`src/rtl/fifo_arb_pkg.sv`:
```
// Shared types and helpers for the FIFO write-side arbiter and its round-robin picker.
// The packed FIFO word is {last, id, data}, data at the LSBs.
package fifo_arb_pkg;

  typedef enum logic [0:0] {
    IDLE  = 1'b0,
    BURST = 1'b1
  } arb_state_e;

  // A single requester still needs a one-bit ID field.
  function automatic int id_width(input int n);
    return (n <= 1) ? 1 : $clog2(n);
  endfunction

  localparam int DATA_LSB = 0;

  function automatic int id_lsb(input int data_w);
    return data_w;
  endfunction

  function automatic int last_bit(input int data_w, input int id_w);
    return data_w + id_w;
  endfunction

endpackage

```
`src/rtl/fifo_wr_arbiter_rr_pick.sv`:
```
// Combinational round-robin picker: first set request at or above ptr, wrapping.
// Produces both a one-hot grant and its encoded index.
module rr_pick
  import fifo_arb_pkg::*;
#(
  parameter int N  = 4,
  parameter int IW = id_width(N)
) (
  input  logic [N-1:0]  req,
  input  logic [IW-1:0] ptr,
  output logic [N-1:0]  gnt,
  output logic [IW-1:0] idx,
  output logic          found
);

  int c;

  // Walk offsets from ptr; the inner loop keeps every select index constant.
  always_comb begin
    gnt   = '0;
    idx   = '0;
    found = 1'b0;
    c     = 0;
    for (int k = 0; k < N; k++) begin
      c = int'(ptr) + k;
      if (c >= N) c = c - N;
      for (int j = 0; j < N; j++) begin
        if (!found && (j == c) && req[j]) begin
          gnt[j] = 1'b1;
          idx    = IW'(j);
          found  = 1'b1;
        end
      end
    end
  end

endmodule

```
`src/rtl/fifo_wr_arbiter.sv`:
```
// Round-robin arbiter sharing the async_fifo write port between NUM_REQ sources.
// Bursts end on a packet's last beat or after MAX_BURST beats; beats are tagged {last, id, data}.
module fifo_wr_arbiter
  import fifo_arb_pkg::*;
#(
  parameter int NUM_REQ    = 4,
  parameter int DATA_WIDTH = 4,
  parameter int MAX_BURST  = 8,
  parameter int ID_WIDTH   = id_width(NUM_REQ),
  parameter int FIFO_WIDTH = DATA_WIDTH + ID_WIDTH + 1
) (
  input  logic                          wr_clk,
  input  logic                          wr_rst_n,
  input  logic [NUM_REQ-1:0]            req_vld,
  input  logic [NUM_REQ-1:0]            req_last,
  input  logic [NUM_REQ*DATA_WIDTH-1:0] req_data,
  output logic [NUM_REQ-1:0]            req_rdy,
  input  logic                          fifo_full,
  input  logic                          fifo_afull,
  output logic                          fifo_wr_en,
  output logic [FIFO_WIDTH-1:0]         fifo_wr_data,
  output logic [ID_WIDTH-1:0]           grant_id,
  output logic                          busy
);

  localparam int CNT_W = $clog2(MAX_BURST + 1);

  arb_state_e            state_q, state_d;
  logic [ID_WIDTH-1:0]   owner_q, owner_d;
  logic [NUM_REQ-1:0]    owner_oh_q, owner_oh_d;
  logic [CNT_W-1:0]      beat_cnt_q, beat_cnt_d;
  logic [ID_WIDTH-1:0]   rr_ptr_q, rr_ptr_d;

  logic [NUM_REQ-1:0]    pick_gnt;
  logic [ID_WIDTH-1:0]   pick_idx;
  logic                  pick_found;

  logic                  own_vld, own_last;
  logic [DATA_WIDTH-1:0] own_data;
  logic                  beat_acc, burst_end;
  logic [CNT_W-1:0]      cnt_inc;
  logic [ID_WIDTH-1:0]   ptr_next;

  rr_pick #(.N(NUM_REQ), .IW(ID_WIDTH)) u_pick (
    .req   (req_vld),
    .ptr   (rr_ptr_q),
    .gnt   (pick_gnt),
    .idx   (pick_idx),
    .found (pick_found)
  );

  // Owner is kept one-hot as well so the source mux needs no variable index.
  always_comb begin
    own_data = '0;
    for (int i = 0; i < NUM_REQ; i++) begin
      if (owner_oh_q[i]) own_data = req_data[i*DATA_WIDTH +: DATA_WIDTH];
    end
  end

  assign own_vld   = |(req_vld  & owner_oh_q);
  assign own_last  = |(req_last & owner_oh_q);

  assign busy      = (state_q == BURST);
  assign grant_id  = owner_q;
  assign beat_acc  = busy & own_vld & ~fifo_full;
  assign cnt_inc   = beat_cnt_q + 1'b1;
  assign burst_end = beat_acc & (own_last | (cnt_inc == CNT_W'(MAX_BURST)));
  assign ptr_next  = (owner_q == ID_WIDTH'(NUM_REQ - 1)) ? '0 : owner_q + 1'b1;

  // full gates the write port combinationally; afull only blocks new grants.
  assign req_rdy      = (busy & ~fifo_full) ? owner_oh_q : '0;
  assign fifo_wr_en   = beat_acc;
  assign fifo_wr_data = {own_last, owner_q, own_data};

  always_comb begin
    state_d    = state_q;
    owner_d    = owner_q;
    owner_oh_d = owner_oh_q;
    beat_cnt_d = beat_cnt_q;
    rr_ptr_d   = rr_ptr_q;
    case (state_q)
      IDLE: begin
        if (pick_found && !fifo_afull) begin
          state_d    = BURST;
          owner_d    = pick_idx;
          owner_oh_d = pick_gnt;
          beat_cnt_d = '0;
        end
      end
      BURST: begin
        if (beat_acc) begin
          beat_cnt_d = cnt_inc;
          if (burst_end) begin
            state_d  = IDLE;
            rr_ptr_d = ptr_next;
          end
        end
      end
      default: state_d = IDLE;
    endcase
  end

  always_ff @(posedge wr_clk or negedge wr_rst_n) begin
    if (!wr_rst_n) begin
      state_q    <= IDLE;
      owner_q    <= '0;
      owner_oh_q <= '0;
      beat_cnt_q <= '0;
      rr_ptr_q   <= '0;
    end else begin
      state_q    <= state_d;
      owner_q    <= owner_d;
      owner_oh_q <= owner_oh_d;
      beat_cnt_q <= beat_cnt_d;
      rr_ptr_q   <= rr_ptr_d;
    end
  end

endmodule
```
`config.mk`:
```
export PLATFORM = sky130hd
export DESIGN_NAME = fifo_wr_arbiter
export DESIGN_NICKNAME = d
export VERILOG_FILES = /design/src/rtl/fifo_arb_pkg.sv /design/src/rtl/fifo_wr_arbiter_rr_pick.sv /design/src/rtl/fifo_wr_arbiter.sv
export SDC_FILE = /design/constraint.sdc
export NUM_CORES = 1
export LEC_CHECK = 0
export ABC_AREA = 0
export CAP_MARGIN = 10
export CORE_MARGIN = 2
export CORE_UTILIZATION = 42
export CTS_BUF_LIST = sky130_fd_sc_hd__clkbuf_4
export DETAILED_ROUTE_END_ITERATION = 8
export HOLD_SLACK_MARGIN = 0.06
export PLACE_DENSITY = 0.89
export SLEW_MARGIN = 0
export SYNTH_ARGS = -nofsm -noshare
export SYNTH_HDL_FRONTEND = slang
export SYNTH_SLANG_ARGS = --single-unit
export TNS_END_PERCENT = 5
```
`constraint.sdc`:
```
create_clock -name wr_clk -period 2.16 [get_ports wr_clk]
set_clock_uncertainty 0.2 [all_clocks]
set_input_delay 0.216 -clock wr_clk [delete_from_list [all_inputs] [get_ports wr_clk]]
set_output_delay 0.216 -clock wr_clk [all_outputs]
set_load 0.02 [all_outputs]
```
# ---- Yosys cells after proc, flatten, opt, wreduce, memory -nomap -nowiden
# Index checks and enable logic that the tools add are counted.
dict set report classes {
  n_addsub 9
  magnitude_cmp 4
  eq_ne 16
  mux 63
  n_bitwise 9
  reduce_logical 57
}
# cell count
set ops {}
lappend ops {{3-bit by 32-bit == test with 1-bit output, first input constant} 8}
lappend ops {{2-bit by 32-bit == test with 1-bit output, first input constant} 4}
lappend ops {{32-bit logical NOT} 4}
lappend ops {{32-bit 2-to-1 mux} 4}
lappend ops {{32-bit by 4-bit >= comparator with 1-bit output, second input constant} 3}
lappend ops {{32-bit by 4-bit subtractor with 32-bit output, second input constant} 3}
lappend ops {{1-bit 2-to-1 mux} 35}
lappend ops {{1-bit logical AND} 32}
lappend ops {{2-bit 2-to-1 mux} 15}
lappend ops {{4-bit 2-to-1 mux} 7}
lappend ops {{1-bit logical NOT} 16}
lappend ops {{4-bit bitwise AND} 2}
lappend ops {{4-bit case mux with 2 select lines} 1}
lappend ops {{4-bit OR reduction} 2}
lappend ops {{2-bit by 2-bit adder with 3-bit output, second input constant} 2}
lappend ops {{4-bit by 1-bit adder with 4-bit output, second input constant} 1}
lappend ops {{1-bit bitwise AND} 4}
lappend ops {{4-bit == test, second input constant} 1}
lappend ops {{2-bit AND reduction} 2}
lappend ops {{2-bit by 3-bit subtractor with 4-bit output, second input constant} 1}
lappend ops {{2-bit by 1-bit adder with 3-bit output, second input constant} 1}
lappend ops {{2-bit by 3-bit >= comparator with 1-bit output, second input constant} 1}
lappend ops {{3-bit AND reduction} 1}
lappend ops {{2-bit by 1-bit adder with 2-bit output, second input constant} 1}
lappend ops {{other kinds (6)} 7}
dict set report word_totals {
  register_bits 13
  wordCells 163
}

# ---- Depth between registers and ports, before layout
dict set report logic_depth {
  word_depth 68
  depth_mapped 5
  mapped_depth_nobuf 5
}

# ---- By module
# From an unflattened synthesis, not the netlist that was laid out.
dict set report unflattened {
  hier_cells 108
  area_unflattened_um2 1063.5
}
# module n_inst cells_each area_each_um2 seq_area_each_um2
set modules_own_cells {}
lappend modules_own_cells {fifo_wr_arbiter 1 79 867.1 325.3}
lappend modules_own_cells {rr_pick 1 29 196.4 0.0}

# ---- Worst setup path after synthesis
# No wires, ideal clock.
dict set report synth_path {
  path_kind {register to register}
  startpoint {register state_q (netlist: busy)}
  endpoint {register rr_ptr_q[0]}
  setup_ns 0.125
  t_arrival_ns 1.509
  required_ns 1.835
  path_slack_ns 0.326
  stages_incl_launch_ff 5
  path_buffers 0
  synth_period_minus_slack_ns 1.834
  cell_sequence {dfrtp_1 -> and2b_4 -> a21boi_4 -> o21ai_2 -> mux2_4}
}
dict set report synth_between {
  elab_chain_len 4
}
# item line_no
set synth_rtl {}
lappend synth_rtl {{start, declared} fifo_wr_arbiter.sv:28} ;# arb_state_e state_q, state_d;
lappend synth_rtl {{start signal, assigned} fifo_wr_arbiter.sv:111} ;# state_q <= state_d;
lappend synth_rtl {{1-bit bitwise AND * (2 in a row)} fifo_wr_arbiter.sv:65} ;# assign beat_acc = busy & own_vld & ~fifo_full;
lappend synth_rtl {{via fifo_wr_en} fifo_wr_arbiter.sv:20} ;# output logic fifo_wr_en,
lappend synth_rtl {{1-bit bitwise AND} fifo_wr_arbiter.sv:67} ;# assign burst_end = beat_acc & (own_last | (cnt_inc == CNT_W'(MAX_BURST)));
lappend synth_rtl {{3-bit AND reduction (no source line) *} n/a}
lappend synth_rtl {{end signal, assigned} fifo_wr_arbiter.sv:115} ;# rr_ptr_q <= rr_ptr_d;
lappend synth_rtl {{end, declared} fifo_wr_arbiter.sv:32} ;# logic [ID_WIDTH-1:0] rr_ptr_q, rr_ptr_d;
# The timed path passes the listed nets; every way through them passes the cells marked *.
# A chain may end at the register's enable or synchronous reset.

# ---- Worst setup path in the final report
dict set report layout_path {
  startpoint {input port fifo_full}
  endpoint {output port req_rdy[0]}
}
dict set report layout_between {
  elab_chain_len 3
}
# item line_no
set layout_rtl {}
lappend layout_rtl {{start, declared} fifo_wr_arbiter.sv:18} ;# input logic fifo_full,
lappend layout_rtl {{1-bit inverter} fifo_wr_arbiter.sv:71} ;# assign req_rdy = (busy & ~fifo_full) ? owner_oh_q : '0;
lappend layout_rtl {{1-bit bitwise AND} fifo_wr_arbiter.sv:71}
lappend layout_rtl {{4-bit 2-to-1 mux} fifo_wr_arbiter.sv:71}
lappend layout_rtl {{end, declared} fifo_wr_arbiter.sv:17} ;# output logic [NUM_REQ-1:0] req_rdy,
# Every way passes these cells.

==> impl_metrics.csv <==
group,metric,value,unit
status,status,"finished, final reports clean",
clocking,cts_tree,"built",
logic_synthesis,synth.ff_latch_count,13,
logic_synthesis,yosysSeqAreaShare,34.9,%
detailed_routing,vias,1040,
grt,gr-usage-all-layers,20.6,%
die,rows,17,
logic_synthesis,synth-main-ff-cell,"dfrtp_1",
logic_synthesis,yosys.area.top_type,"dfrtp_1",
logic_synthesis,synthArstFlopShare,100,%
grt,use_met2,36.8,%
pwr,internal-power,0.000972,W
logic_synthesis,synth_area,933,um2
timing,rsz0062_at_grt,"no",
clocking,cts_made_buffers,3,
detailed_routing,post_drt_via_cell_ratio,5.75,
timing,finalCriticalPeriod,2.02,ns
clocking,clock_sinks,13,
timing,slew_violations,0,
detailed_routing,drt-initial-drc-count,42,
die,start_util,43.4,%
die,die_w,51.1,um
critical_path,worst_setup_path_start_kind,"input pin",
grt,grt_max_degree,14,
timing,max_slew.worst_pin.slew,0.604,ns
clocking,postCtsSetupBuffers,0,
grt,grt_overflow,0,
clocking,worstSkewPairLatency,0.27,ns
finish,final_cell_mix,"clkdlybuf4s50_1 (36), nand2_1 (12), dfrtp_1 (10)",
timing,slew_headroom,59.2,%
detailed_routing,wl_per_cell,14.2,um
pwr,p_sw,0.000764,W
finish,area_growth,56.8,%
clocking,clockBufferDepth,2,
critical_path,cp.arrival,1.60,ns
grt,met1_usage,22.0,%
critical_path,cp-startpoint,"fifo_full",
critical_path,worstReg2RegStart,"owner_oh_q[1]$_DFFE_PN0P_",
grt,grt_pass1_vias,973,
critical_path,path_max_fanout,5,
die,die_height,51.1,um
finish,drive_above_1_share,21.6,%
detailed_routing,wl,2.56,mm
pwr,combPwrFrac,60.5,%
placement,dpl.hpwl,1.98,mm
pwr,clkPwrFrac,9.2,%
die,coreArea,2150,um2
clocking,clk_pin_slew_worst_paths,0.08,ns
critical_path,crit_type,"in -> out",
finish,final_common_cell,"clkdlybuf4s50_1",
pwr,swShare,44.0,%
grt,grt_busiest_layer,"met2",
detailed_routing,drcViolationCount,0,
grt,use_met3,5.26,%
clocking,htree_levels,1,
logic_synthesis,avgSynthCellArea,8.97,um2
pwr,p_leak,0.634,nW
clocking,hold_buffers,0,
placement,gp_congestion,0.749,
pwr,p_seq_share,30.3,%
detailed_routing,antenna_left,0,
pwr,irDropWorstVdd,0.837,mV
timing,finalSetupTns,0,ns
pwr,power_density,1190,nW/um2
timing,worst_slack,0.142,ns
flow_run,max_cap_violations,0,
die,dieArea,2620,um2
grt,grt_pass1_wl,4.07,mm
logic_synthesis,synth_top_area_share,34.9,%
detailed_routing,dr.pass1.iters,4,
min_path,hp-class,"in -> async",
placement,dp_slack,0.0150,ns
logic_synthesis,synth_nets,134,
placement,numPortBuffers,42,
logic_synthesis,synth_cell_types,37,
logic_synthesis,synth_edf_count,0,
finish,nNetsFinal,184,
timing,fmax,496,MHz
critical_path,crit_path_end_kind,"primary output",
timing,finalHoldViolCount,0,
logic_synthesis,synth_area_leaders,"dfrtp_1 (35%), nand2_1 (4.8%), a21oi_1 (3.8%)",
finish,diodes,0,
logic_synthesis,synthCells,104,
timing,fin_crit_sh,93.4,%
grt,antenna_found_initial,0,
die,ios,43,
clocking,cts-root-buf,"clkbuf_4",
timing,setup_violations,0,
logic_synthesis,ys.warnings.count,0,
critical_path,crit_required,1.74,ns
sequential cells by signal, indices dropped and copies added, names as in the netlist:
name / flops
busy: 1
beat_cnt_q: 4
rr_ptr_q: 2
grant_id: 2
owner_oh_q: 4
Yosys cell counts, drive strengths merged (3+ instances only):
cell type,instances
nor2,7
o21ai,7
dfrtp,13
a221oi,3
nor2b,4
o31ai,4
nand2,12
buf,4
and2,4
inv,4
a22oi,4
nand3,3
a21oi,7
per-layer routing:
metal	routed length, um	share of wire (%)
met5	0	0
met1	999	39
met4	47	1.8
met3	309	12
met2	1210	47
critical path: stages:
cell and delay (ns):
clkdlybuf4s50_1 0.39, and2b_4 0.26, and2_2 0.13, clkdlybuf4s50_1 0.61
metrics by stage:
step	total power, W	std cells	instance area (um2)	util [%]	hold WS [ns]
global route	0.00187	181	1460	68.1	0.157
CTS	0.00174	181	1460	67.9	0.128
global placement	0.00157	177	1420	66.2	0.309
detailed placement	0.00161	177	1420	66.2	0.316
finish	0.00174	181	1460	68.1	0.112
floorplan	0.00116	104	933	-	-0.280
area by class of cell:
class | count | area (um2)
inverters | 4 | 15.0
fillers | 178 | 684
repair buffers | 51 | 484
multi-input cells | 81 | 571
well taps | 28 | 35.0
flip-flops and latches | 13 | 329
clock buffers | 4 | 30.0
path summary, 6_finish.rpt:
check,slack [ns],depth (start not counted),end
setup / recovery,0.14,4,req_rdy[0]
hold / removal,0.11,1,rr_ptr_q[0]$_DFFE_PN0P_
setup reg to reg,0.32,6,rr_ptr_q[1]$_DFFE_PN0P_
hold reg to reg,0.34,1,beat_cnt_q[2]$_DFFE_PN0P_
max in group asynchronous,1.23,1,owner_oh_q[3]$_DFFE_PN0P_
min in group wr_clk,0.34,1,beat_cnt_q[2]$_DFFE_PN0P_
timing repair:
action,4_1_cts,5_1_grt
pin swaps,0,0
endpoints found under the setup margin,6,3
hold endpoints to repair,0,0
gates resized for setup,10,2
power by group through the flow:
stage | sequential (W) | combinational [W] | clock, W
3_3_place_gp | 0.000509 | 0.00106 | 0
2_1_floorplan | 0.000488 | 0.000672 | 0
3_5_place_dp | 0.000517 | 0.00109 | 0
4_1_cts | 0.000521 | 0.00105 | 0.000166
6_report | 0.000526 | 0.00105 | 0.000160
5_1_grt | 0.000547 | 0.00115 | 0.000173
cells by family (layout without fill, tap and decap cells):
logic type	count (synthesis)	count (layout)	share of synthesized area, %
AO/OA/AOI/OAI	40	40	32.0
adder cells (fa/ha/maj)	2	2	2.68
buffers and inverters	10	59	5.36
flip-flops	13	13	34.9
multiplexers	2	2	3.22
AND/OR/NAND/NOR	37	37	21.8
No activity file was read; power rests on OpenSTA's default activity.
